<file path="src/rtl/hart_pkg.sv">
// Shared types and constants for the hart memory stage: funct3 encodings, LSU FSM states,
// byte-mask constants and the registered request record.
package hart_pkg;

    localparam logic [2:0] LB  = 3'b000;
    localparam logic [2:0] LH  = 3'b001;
    localparam logic [2:0] LW  = 3'b010;
    localparam logic [2:0] LBU = 3'b100;
    localparam logic [2:0] LHU = 3'b101;
    localparam logic [2:0] SB  = 3'b000;
    localparam logic [2:0] SH  = 3'b001;
    localparam logic [2:0] SW  = 3'b010;

    localparam logic [3:0] MASK_B    = 4'b0001;
    localparam logic [3:0] MASK_H_LO = 4'b0011;
    localparam logic [3:0] MASK_H_HI = 4'b1100;
    localparam logic [3:0] MASK_W    = 4'b1111;

    typedef enum logic [1:0] {
        IDLE = 2'd0,
        REQ  = 2'd1,
        WAIT = 2'd2
    } lsu_state_t;

    // Fields of an accepted memory op that are still needed after the accept cycle.
    typedef struct packed {
        logic       load;
        logic [2:0] funct3;
        logic [1:0] off;
        logic [4:0] rd;
    } lsu_req_t;

endpackage

</file>
<file path="src/rtl/hart_lsu_if.sv">
// Bundle of the EX/MEM request, data-memory and writeback-response signals around the LSU.
// slave = the LSU's view; master = the pipeline/memory environment's view.
interface hart_lsu_if;

    logic        i_req_valid;
    logic        o_req_ready;
    logic        i_req_load;
    logic        i_req_store;
    logic [2:0]  i_req_funct3;
    logic [31:0] i_req_addr;
    logic [31:0] i_req_wdata;
    logic [4:0]  i_req_rd;

    logic [31:0] o_mem_addr;
    logic        o_mem_ren;
    logic        o_mem_wen;
    logic [31:0] o_mem_wdata;
    logic [3:0]  o_mem_mask;
    logic        i_mem_ready;
    logic        i_mem_valid;
    logic [31:0] i_mem_rdata;

    logic        o_rsp_valid;
    logic [31:0] o_rsp_rdata;
    logic [4:0]  o_rsp_rd;
    logic        o_rsp_trap;

    modport slave (
        input  i_req_valid, i_req_load, i_req_store, i_req_funct3, i_req_addr, i_req_wdata, i_req_rd,
        input  i_mem_ready, i_mem_valid, i_mem_rdata,
        output o_req_ready,
        output o_mem_addr, o_mem_ren, o_mem_wen, o_mem_wdata, o_mem_mask,
        output o_rsp_valid, o_rsp_rdata, o_rsp_rd, o_rsp_trap
    );

    modport master (
        output i_req_valid, i_req_load, i_req_store, i_req_funct3, i_req_addr, i_req_wdata, i_req_rd,
        output i_mem_ready, i_mem_valid, i_mem_rdata,
        input  o_req_ready,
        input  o_mem_addr, o_mem_ren, o_mem_wen, o_mem_wdata, o_mem_mask,
        input  o_rsp_valid, o_rsp_rdata, o_rsp_rd, o_rsp_trap
    );

endinterface

</file>
<file path="src/rtl/lsu_align.sv">
// Combinational lane logic: byte mask, store-data lane shift, load-data shift and extension,
// plus misalignment and illegal-funct3 detection for one access.
module lsu_align
    import hart_pkg::*;
(
    input  logic [2:0]  funct3_i,
    input  logic        is_store_i,
    input  logic [1:0]  off_i,
    input  logic [31:0] wdata_i,
    input  logic [31:0] rdata_i,
    output logic [3:0]  mask_o,
    output logic [31:0] wdata_o,
    output logic [31:0] rdata_o,
    output logic        misalign_o,
    output logic        illegal_o
);

    logic [31:0] rsh;

    always_comb begin
        mask_o     = MASK_W;
        misalign_o = 1'b0;
        // funct3[1:0] encodes the access size for both loads and stores.
        unique case (funct3_i[1:0])
            2'b00: mask_o = MASK_B << off_i;
            2'b01: begin
                mask_o     = off_i[1] ? MASK_H_HI : MASK_H_LO;
                misalign_o = off_i[0];
            end
            default: begin
                mask_o     = MASK_W;
                misalign_o = |off_i;
            end
        endcase
    end

    always_comb begin
        if (is_store_i)
            illegal_o = !(funct3_i inside {SB, SH, SW});
        else
            illegal_o = !(funct3_i inside {LB, LH, LW, LBU, LHU});
    end

    assign wdata_o = wdata_i << {off_i, 3'b000};
    assign rsh     = rdata_i >> {off_i, 3'b000};

    always_comb begin
        unique case (funct3_i)
            LB:      rdata_o = {{24{rsh[7]}}, rsh[7:0]};
            LH:      rdata_o = {{16{rsh[15]}}, rsh[15:0]};
            LBU:     rdata_o = {24'h0, rsh[7:0]};
            LHU:     rdata_o = {16'h0, rsh[15:0]};
            default: rdata_o = rsh;
        endcase
    end

endmodule

</file>
<file path="src/rtl/hart_lsu.sv">
// Memory-stage load/store unit: accepts one op at a time, drives a multi-cycle data memory,
// and returns exactly one registered response (data, rd, trap) per accepted op.
module hart_lsu
    import hart_pkg::*;
#(
    parameter int unsigned TIMEOUT_CYCLES = 1024
) (
    input  logic     i_clk,
    input  logic     i_rst,
    hart_lsu_if.slave bus
);

    localparam int          CW    = (TIMEOUT_CYCLES > 1) ? $clog2(TIMEOUT_CYCLES) : 1;
    localparam int unsigned TLIM  = (TIMEOUT_CYCLES == 0) ? 0 : TIMEOUT_CYCLES - 1;
    localparam bit          TO_EN = (TIMEOUT_CYCLES != 0);

    lsu_state_t  state_q, state_d;
    lsu_req_t    req_q, req_d;
    logic [31:0] addr_q, addr_d;
    logic [3:0]  mask_q, mask_d;
    logic [31:0] wdata_q, wdata_d;
    logic [CW-1:0] cnt_q, cnt_d;
    logic        rsp_valid_q, rsp_valid_d;
    logic        rsp_trap_q, rsp_trap_d;
    logic [31:0] rsp_rdata_q, rsp_rdata_d;
    logic [4:0]  rsp_rd_q, rsp_rd_d;

    logic        idle;
    logic [2:0]  al_funct3;
    logic [1:0]  al_off;
    logic        al_store;
    logic [3:0]  al_mask;
    logic [31:0] al_wdata;
    logic [31:0] al_rdata;
    logic        al_misalign;
    logic        al_illegal;
    logic        mem_op;
    logic        trap_op;
    logic        to_hit;

    assign idle = (state_q == IDLE);

    // One align instance serves both phases: incoming fields while idle, the held op afterwards.
    assign al_funct3 = idle ? bus.i_req_funct3    : req_q.funct3;
    assign al_off    = idle ? bus.i_req_addr[1:0] : req_q.off;
    assign al_store  = idle ? bus.i_req_store     : ~req_q.load;

    lsu_align u_align (
        .funct3_i   (al_funct3),
        .is_store_i (al_store),
        .off_i      (al_off),
        .wdata_i    (bus.i_req_wdata),
        .rdata_i    (bus.i_mem_rdata),
        .mask_o     (al_mask),
        .wdata_o    (al_wdata),
        .rdata_o    (al_rdata),
        .misalign_o (al_misalign),
        .illegal_o  (al_illegal)
    );

    assign mem_op  = bus.i_req_load ^ bus.i_req_store;
    assign trap_op = (bus.i_req_load & bus.i_req_store) | (mem_op & (al_misalign | al_illegal));
    assign to_hit  = TO_EN && (cnt_q == CW'(TLIM));

    always_comb begin
        state_d     = state_q;
        req_d       = req_q;
        addr_d      = addr_q;
        mask_d      = mask_q;
        wdata_d     = wdata_q;
        cnt_d       = cnt_q;
        rsp_valid_d = 1'b0;
        rsp_trap_d  = 1'b0;
        rsp_rdata_d = 32'h0;
        rsp_rd_d    = 5'h0;

        unique case (state_q)
            IDLE: begin
                if (bus.i_req_valid) begin
                    if (trap_op) begin
                        rsp_valid_d = 1'b1;
                        rsp_trap_d  = 1'b1;
                    end else if (!mem_op) begin
                        rsp_valid_d = 1'b1;
                    end else begin
                        state_d = REQ;
                        req_d   = '{load: bus.i_req_load, funct3: bus.i_req_funct3,
                                    off: bus.i_req_addr[1:0], rd: bus.i_req_rd};
                        addr_d  = {bus.i_req_addr[31:2], 2'b00};
                        mask_d  = al_mask;
                        wdata_d = al_wdata;
                        cnt_d   = '0;
                    end
                end
            end
            REQ: begin
                cnt_d = cnt_q + CW'(1);
                // Completion outranks the timeout so an op finishing on the last cycle is not trapped.
                if (bus.i_mem_ready && (!req_q.load || bus.i_mem_valid)) begin
                    state_d     = IDLE;
                    rsp_valid_d = 1'b1;
                    if (req_q.load) begin
                        rsp_rdata_d = al_rdata;
                        rsp_rd_d    = req_q.rd;
                    end
                end else if (to_hit) begin
                    state_d     = IDLE;
                    rsp_valid_d = 1'b1;
                    rsp_trap_d  = 1'b1;
                end else if (bus.i_mem_ready) begin
                    state_d = WAIT;
                end
            end
            WAIT: begin
                cnt_d = cnt_q + CW'(1);
                if (bus.i_mem_valid) begin
                    state_d     = IDLE;
                    rsp_valid_d = 1'b1;
                    rsp_rdata_d = al_rdata;
                    rsp_rd_d    = req_q.rd;
                end else if (to_hit) begin
                    state_d     = IDLE;
                    rsp_valid_d = 1'b1;
                    rsp_trap_d  = 1'b1;
                end
            end
            default: state_d = IDLE;
        endcase
    end

    always_ff @(posedge i_clk) begin
        if (i_rst) begin
            state_q     <= IDLE;
            req_q       <= '0;
            addr_q      <= '0;
            mask_q      <= '0;
            wdata_q     <= '0;
            cnt_q       <= '0;
            rsp_valid_q <= 1'b0;
            rsp_trap_q  <= 1'b0;
            rsp_rdata_q <= '0;
            rsp_rd_q    <= '0;
        end else begin
            state_q     <= state_d;
            req_q       <= req_d;
            addr_q      <= addr_d;
            mask_q      <= mask_d;
            wdata_q     <= wdata_d;
            cnt_q       <= cnt_d;
            rsp_valid_q <= rsp_valid_d;
            rsp_trap_q  <= rsp_trap_d;
            rsp_rdata_q <= rsp_rdata_d;
            rsp_rd_q    <= rsp_rd_d;
        end
    end

    assign bus.o_req_ready = idle;
    assign bus.o_mem_ren   = (state_q == REQ) &  req_q.load;
    assign bus.o_mem_wen   = (state_q == REQ) & ~req_q.load;
    assign bus.o_mem_addr  = addr_q;
    assign bus.o_mem_mask  = mask_q;
    assign bus.o_mem_wdata = wdata_q;
    assign bus.o_rsp_valid = rsp_valid_q;
    assign bus.o_rsp_trap  = rsp_trap_q;
    assign bus.o_rsp_rdata = rsp_rdata_q;
    assign bus.o_rsp_rd    = rsp_rd_q;

endmodule

</file>
<file path="src/flat_wrapper.sv">
// flat-port wrapper written by rule: the top's interface ports become plain ports
module hart_lsu_flat import hart_pkg::*;
#(
    parameter int unsigned TIMEOUT_CYCLES = 1024
)
  (i_clk, i_rst, bus_i_req_valid, bus_i_req_load, bus_i_req_store, bus_i_req_funct3, bus_i_req_addr, bus_i_req_wdata, bus_i_req_rd, bus_i_mem_ready, bus_i_mem_valid, bus_i_mem_rdata, bus_o_req_ready, bus_o_mem_addr, bus_o_mem_ren, bus_o_mem_wen, bus_o_mem_wdata, bus_o_mem_mask, bus_o_rsp_valid, bus_o_rsp_rdata, bus_o_rsp_rd, bus_o_rsp_trap);
  hart_lsu_if bus_i ();
  input  logic i_clk;
  input  logic i_rst;
  input wire logic [$bits(bus_i.i_req_valid)-1:0] bus_i_req_valid;
  input wire logic [$bits(bus_i.i_req_load)-1:0] bus_i_req_load;
  input wire logic [$bits(bus_i.i_req_store)-1:0] bus_i_req_store;
  input wire logic [$bits(bus_i.i_req_funct3)-1:0] bus_i_req_funct3;
  input wire logic [$bits(bus_i.i_req_addr)-1:0] bus_i_req_addr;
  input wire logic [$bits(bus_i.i_req_wdata)-1:0] bus_i_req_wdata;
  input wire logic [$bits(bus_i.i_req_rd)-1:0] bus_i_req_rd;
  input wire logic [$bits(bus_i.i_mem_ready)-1:0] bus_i_mem_ready;
  input wire logic [$bits(bus_i.i_mem_valid)-1:0] bus_i_mem_valid;
  input wire logic [$bits(bus_i.i_mem_rdata)-1:0] bus_i_mem_rdata;
  output wire logic [$bits(bus_i.o_req_ready)-1:0] bus_o_req_ready;
  output wire logic [$bits(bus_i.o_mem_addr)-1:0] bus_o_mem_addr;
  output wire logic [$bits(bus_i.o_mem_ren)-1:0] bus_o_mem_ren;
  output wire logic [$bits(bus_i.o_mem_wen)-1:0] bus_o_mem_wen;
  output wire logic [$bits(bus_i.o_mem_wdata)-1:0] bus_o_mem_wdata;
  output wire logic [$bits(bus_i.o_mem_mask)-1:0] bus_o_mem_mask;
  output wire logic [$bits(bus_i.o_rsp_valid)-1:0] bus_o_rsp_valid;
  output wire logic [$bits(bus_i.o_rsp_rdata)-1:0] bus_o_rsp_rdata;
  output wire logic [$bits(bus_i.o_rsp_rd)-1:0] bus_o_rsp_rd;
  output wire logic [$bits(bus_i.o_rsp_trap)-1:0] bus_o_rsp_trap;
  assign bus_i.i_req_valid = bus_i_req_valid;
  assign bus_i.i_req_load = bus_i_req_load;
  assign bus_i.i_req_store = bus_i_req_store;
  assign bus_i.i_req_funct3 = bus_i_req_funct3;
  assign bus_i.i_req_addr = bus_i_req_addr;
  assign bus_i.i_req_wdata = bus_i_req_wdata;
  assign bus_i.i_req_rd = bus_i_req_rd;
  assign bus_i.i_mem_ready = bus_i_mem_ready;
  assign bus_i.i_mem_valid = bus_i_mem_valid;
  assign bus_i.i_mem_rdata = bus_i_mem_rdata;
  assign bus_o_req_ready = bus_i.o_req_ready;
  assign bus_o_mem_addr = bus_i.o_mem_addr;
  assign bus_o_mem_ren = bus_i.o_mem_ren;
  assign bus_o_mem_wen = bus_i.o_mem_wen;
  assign bus_o_mem_wdata = bus_i.o_mem_wdata;
  assign bus_o_mem_mask = bus_i.o_mem_mask;
  assign bus_o_rsp_valid = bus_i.o_rsp_valid;
  assign bus_o_rsp_rdata = bus_i.o_rsp_rdata;
  assign bus_o_rsp_rd = bus_i.o_rsp_rd;
  assign bus_o_rsp_trap = bus_i.o_rsp_trap;
  hart_lsu #(.TIMEOUT_CYCLES(TIMEOUT_CYCLES)) u_core (.i_clk(i_clk), .i_rst(i_rst), .bus(bus_i));
endmodule
</file>
<file path="config.mk">
export PLATFORM = sky130hd
export DESIGN_NAME = hart_lsu_flat
export DESIGN_NICKNAME = d
export VERILOG_FILES = /design/src/rtl/hart_pkg.sv /design/src/rtl/hart_lsu_if.sv /design/src/rtl/lsu_align.sv /design/src/rtl/hart_lsu.sv /design/src/flat_wrapper.sv
export SDC_FILE = /design/constraint.sdc
export NUM_CORES = 1
export LEC_CHECK = 0
export CAP_MARGIN = 30
export CORE_ASPECT_RATIO = 1.25
export CORE_MARGIN = 5
export CORE_UTILIZATION = 50
export CTS_BUF_LIST = sky130_fd_sc_hd__clkbuf_8
export CTS_CLUSTER_SIZE = 14
export DETAILED_ROUTE_END_ITERATION = 16
export GPL_TIMING_DRIVEN = 0
export PLACE_DENSITY = 0.88
export REMOVE_ABC_BUFFERS = 1
export SETUP_SLACK_MARGIN = 0.4
export SYNTH_ARGS = -nofsm -noshare
export SYNTH_HDL_FRONTEND = slang
export SYNTH_SLANG_ARGS = --single-unit
export TNS_END_PERCENT = 30
</file>
<file path="constraint.sdc">
create_clock -name i_clk -period 7.26 [get_ports i_clk]
set_clock_uncertainty 0.05 [all_clocks]
set_input_delay 2.178 -clock i_clk [delete_from_list [all_inputs] [get_ports i_clk]]
set_output_delay 2.178 -clock i_clk [all_outputs]
set_load 0.05 [all_outputs]
</file>
# Word level (Yosys, flattened, before mapping)
# Cells that the tools add are included.
[word_totals]
latch_bits = 0
ram_bits = 0
romBits = 0
out_inout_bits = 110
n_memories = 0
wordCells = 96
ff_bits = 128
[op_classes]
n_addsub = 1
n_lt_le_gt_ge = 0
bitwise = 9
div = 0
n_reduce_logical = 16
eq_ne = 13
shift = 3
mul = 0
n_mux = 41
[op_table]
columns = ["cell", "n"]
rows = [
  ["one-hot mux 32 bit (4 select lines)", 1],
  ["two-way mux 32 bit", 3],
  ["one-hot mux 32 bit (2 select lines)", 1],
  ["<< shifter 32 x 5 -> 32 bit", 1],
  [">> shifter 32 x 5 -> 32 bit", 1],
  ["two-way mux 10 bit", 3],
  ["one-hot mux 10 bit (2 select lines)", 1],
  ["two-way mux 2 bit", 9],
  ["two-way mux 5 bit", 3],
  ["two-way mux 1 bit", 12],
  ["adder 10 x 1 -> 10 bit, second input constant", 1],
  ["== test 10 bit, second input constant", 1],
  ["one-hot mux 5 bit (2 select lines)", 1],
  ["one-hot mux 4 bit (2 select lines)", 1],
  ["AND reduction 4 bit", 2],
  ["== test 3 bit, second input constant", 2],
  ["!= test 2 bit, second input constant", 3],
  ["one-hot mux 1 bit (3 select lines)", 2],
  ["one-hot mux 2 bit (3 select lines)", 1],
  ["AND reduction 5 bit", 1],
  ["nonzero test 5 bit", 1],
  ["bitwise AND 1 bit", 4],
  ["== test 2 x 1 -> 1 bit, second input constant", 2],
  ["logical NOT 2 bit", 2],
  ["other kinds (19)", 24],
]

# Depth between registers and ports, before layout
[depth]
ltp_word = 12
mapped_depth = 11
ltp_nobuf = 7

# By module
# Synthesis repeated with hierarchy kept, for this count alone.
[unflattened]
hier_cells = 729
hier_area_um2 = 5929.4
[modules_own_cells]
columns = ["module", "n_inst", "cells_per_inst", "seq_area_each_um2", "area_each_um2"]
rows = [
  ["hart_lsu", 1, 530, 2562.5, 4608.2],
  ["lsu_align", 1, 199, 0.0, 1321.3],
]

# Worst setup path before layout
# Ideal clock, no wire load.
[synth_path]
path_type = "input port to flip-flop"
startpoint = "input port bus_i_req_store"
endpoint = "register u_core.state_q[0]"
arrival_time_ns = 3.764
stages = 8
path_slack_ns = 3.376
setup_time_ns = 0.070
n_path_buf = 2
path_cell_list = "ha_1 nor2b_1 nor2b_1 buf_2 nand4_1 clkbuf_1 a21o_1 a21oi_1"
[synth_between]
elab_chain_cells = 7
word_cells_on_any_way = 10
classes_between = "eq/ne (2); mux (2); bitwise (5); reduce/logical (1)"
[synth_rtl]
columns = ["item", "line_no", "rtl"]
rows = [
  ["start, declared", "flat_wrapper.sv:12", "input wire logic [$bits(bus_i.i_req_store)-1:0] bus_i_req_store;"],
  ["two-way mux 1 bit", "hart_lsu.sv:46", "assign al_store = idle ? bus.i_req_store : ~req_q.load;"],
  ["two-way mux 1 bit", "lsu_align.sv:38", "if (is_store_i)"],
  ["OR 1 bit", "hart_lsu.sv:62", "assign trap_op = (bus.i_req_load & bus.i_req_store) | (mem_op & (al_misalign | al_illegal));"],
  ["bitwise AND 1 bit", "hart_lsu.sv:62", ""],
  ["OR 1 bit", "hart_lsu.sv:62", ""],
  ["!= test 2 bit (no line)", "n/a", ""],
  ["AND reduction 5 bit (no line) *", "n/a", ""],
  ["end signal, assigned", "hart_lsu.sv:144", "state_q <= state_d;"],
  ["end, declared", "hart_lsu.sv:17", "lsu_state_t state_q, state_d;"],
]
# Every way passes the cells marked *; elsewhere a longest branch is shown, timed or not.
# A chain may end at the register's enable or synchronous reset.

# Worst setup path in the final report
[layout_path]
startpoint = "input port bus_i_req_store"
endpoint = "register u_core.wdata_q[9], in the netlist u_core.bus.o_mem_wdata[9]"
[layout_between]
elab_chain_cells = 7
word_cells_on_any_way = 9
classes_between = "mux (2); bitwise (6); reduce/logical (1)"
[layout_rtl]
columns = ["item", "line_no", "rtl"]
rows = [
  ["two-way mux 1 bit", "hart_lsu.sv:46", ""],
  ["two-way mux 1 bit", "lsu_align.sv:38", ""],
  ["OR 1 bit", "hart_lsu.sv:62", ""],
  ["bitwise AND 1 bit", "hart_lsu.sv:62", ""],
  ["OR 1 bit", "hart_lsu.sv:62", ""],
  ["inverter 1 bit (no line)", "n/a", ""],
  ["AND reduction 4 bit (no line) *", "n/a", ""],
  ["end signal, assigned", "hart_lsu.sv:148", "wdata_q <= wdata_d;"],
  ["end, declared", "hart_lsu.sv:21", "logic [31:0] wdata_q, wdata_d;"],
]
# Marked as above.

==> reports/metrics.cfg <==
[global_routing]
globalRouteMet2Util_pct=45.9
grt_use_met1_pct=30.5
grt_max_degree=77
overflow=0
grt_first_pass_wirelength_um=30500
grt_pass1_vias=5947
grt-busiest-layer=met2
gr-usage-met3_pct=9.27
grt.total_usage_pct=26.8
antenna_found_initial=0

[worst_setup_path]
path_max_fanout=17
cp-start-kind=input pin
rr_worst_depth=10
endpoint_kind=register
critPathRequiredTime_ps=7530
regToRegEndpoint=u_core.bus.o_mem_wdata[9]
r2r_setup_slack_ps=3220
crit_arrival_ps=5460
crit_type=in -> reg
r2r_start=u_core.state_q[1]

[clock_tree]
root_buffer=clkbuf_8
cts_resized=0
cts_tree=done
clk_pin_slew_worst_paths_ps=80
clk_latency_ps=440
cts_buffers=17
cts_buffer_depth=2
post_cts_buffers=0
htreeDepth=4
cts.sinks=128
ctsHoldBuffers=0

[hold_path]
whs_endpoint=u_core.bus.o_rsp_rd[3]
min_path_cells=1
hp-class=reg -> reg
worstHoldStart=u_core.req_q[3]

[drt]
wl_per_cell_um=18.6
finalWirelength_um=20100
final_antenna_net_count=0
first_iter_violations=446
via_per_inst=5.84
drc=0
firstDrtPassIters=5
num_vias=6302

[timing]
fmax_ghz=0.192
tightest_slew_ps=970
slew_headroom_pct=34.9
fin_crit_sh_pct=71.6
setup_violations=0
rsz0062_at_grt=no
finalHoldViolCount=0
final_max_slew_viol_count=0
fin_crit_ps=5200

[yosys]
yosys-top-cells-area=dfxtp_1, a21oi_1, mux2i_1
synthAdderAreaFrac_pct=1.24
yosys-top-cells-count=dfxtp_1, a21oi_1, o21ai_0
postSynth.asyncResetShare_pct=0
yosys_warnings=0
ys_ff_latch=128
synth-main-ff-cell=dfxtp_1
netlist_area_um2=6040
synth.most_common_cell=dfxtp_1
syn_avg_cell_area_um2=8.39
yosysSeqAreaShare_pct=42.4
synth_compound_area_share_pct=23.6
ys_types=56
yosys.area.top_type=dfxtp_1
synth-edff-count=0
synth_top_family_by_area=compound AO/OA/AOI/OAI gates
syn_inst=720
synth.mux.area_fraction_pct=9.01
yosysTopAreaCellShare_pct=42.4
synth-xor-area-share_pct=0
synth-simple-area-share_pct=18.0

[place]
dpl.cell_count=1048
place_hpwl_um=13800
dpl-instance-area_um2=8320
place_congestion=0.896
io_buffers=218

[die]
coreArea_um2=12000
die_area_um2=14400
pin_count=221
floorplan.rows=45
die_x_um=108
die_h_um=133
initial_utilization_pct=50.4

[run_status]
outcome=finished, final reports clean

[job]
cap_violations=0

[pwr]
total_power_mw=1.70
power_density_nw_per_um2=195
ir_drop_v=0.000124
leakage_nw=3.14

[cells_and_area]
n_antenna_cell=0
final_area_um2=8720
nets=1020
drive_gt1_share_pct=6.88
syn2layout_area_growth_pct=44.3
fin_cells=1080

## layer usage
| metal | share of wire [%] | up-vias |
|---|---|---|
| li1 | - | 3002 |
| met1 | 37 | 2970 |
| met2 | 50 | 297 |
| met3 | 9.7 | 33 |
| met4 | 2.5 | 0 |
| met5 | 0 | - |
## through the flow
step	util [%]	setup slack [ps]	hold slack (ps)	setup TNS (ps)
floorplan	-	1750	379	0
global placement	67.7	-709	385	-48660
detailed placement	69.4	1740	393	0
CTS	72.7	2190	411	0
global route	72.7	1950	433	0
finish	72.7	2060	410	0
## sequential cells by signal (all words and copies together), names as in the netlist
signal / count
u_core.bus.o_rsp_rdata: 32
u_core.bus.o_mem_mask: 4
u_core.bus.o_rsp_rd: 5
u_core.req_q: 11
u_core.bus.o_rsp_valid: 1
u_core.bus.o_mem_wdata: 32
u_core.bus.o_rsp_trap: 1
u_core.state_q: 2
u_core.cnt_q: 10
u_core.bus.o_mem_addr: 30
## cells in the final DEF, fill, tap and decap left out, types with 3 or more instances in the layout
master	netlist	routed
nor2_1	14	14
clkbuf_8	0	17
ha_1	6	6
a211oi_1	8	8
nand2b_1	3	3
clkinvlp_4	0	4
and3_1	8	8
a311oi_1	8	8
buf_16	0	4
nor3_1	24	24
clkdlybuf4s50_1	0	217
inv_6	0	5
buf_6	5	3
inv_1	6	7
nand2_1	71	71
o2bb2ai_1	8	8
and2_1	8	8
dfxtp_1	128	128
or3_1	3	3
nand3_1	71	71
nand4_1	4	4
a32o_1	6	6
mux2i_1	43	43
a21oi_1	105	105
o21ai_0	78	78
nor2b_1	4	4
o211ai_1	9	9
## power by group
part           internal (mW)  switching, mW  total [mW]
logic                  0.147          0.204       0.351
clock network          0.309          0.311       0.620
registers              0.719        0.00936       0.729
## final cells by class
type | count | area (µm²)
clock buffers | 17 | 234
well taps | 164 | 205
repair buffers | 228 | 2370
multi-input cells | 522 | 3160
clock inverters | 15 | 160
flip-flops and latches | 128 | 2560
inverters | 6 | 22.5
fillers | 945 | 3270
## cells by family after synthesis
group | after synthesis
other cells | 1
mux | 50
buf+inv | 71
flops | 128
simple gates | 221
compound gates | 243
fa+ha+maj | 6
## worst max-delay path: stages
cell and delay, ps:
clkdlybuf4s50_1 440, ha_1 320, nor2b_1 160, nor2b_1 520, nand4_1 910, buf_6 450
buf_8 160, buf_6 150, nand3_1 110, a21oi_1 70
## how the worst max path moves through the flow
stage	cells after the start	to	from	slack, ps
6_report	10	u_core.bus.o_mem_wdata[9]	bus_i_req_store	2060
4_1_cts	10	u_core.bus.o_mem_wdata[9]	bus_i_req_store	2190
5_1_grt	10	u_core.bus.o_mem_wdata[9]	bus_i_req_store	1950
3_5_place_dp	10	u_core.bus.o_mem_addr[27]	bus_i_req_store	1740
3_3_place_gp	7	u_core.bus.o_mem_wdata[26]	bus_i_req_store	-710
2_1_floorplan	6	u_core.state_q[0]	bus_i_req_store	1750
No activity file was read; power rests on OpenSTA's default activity.
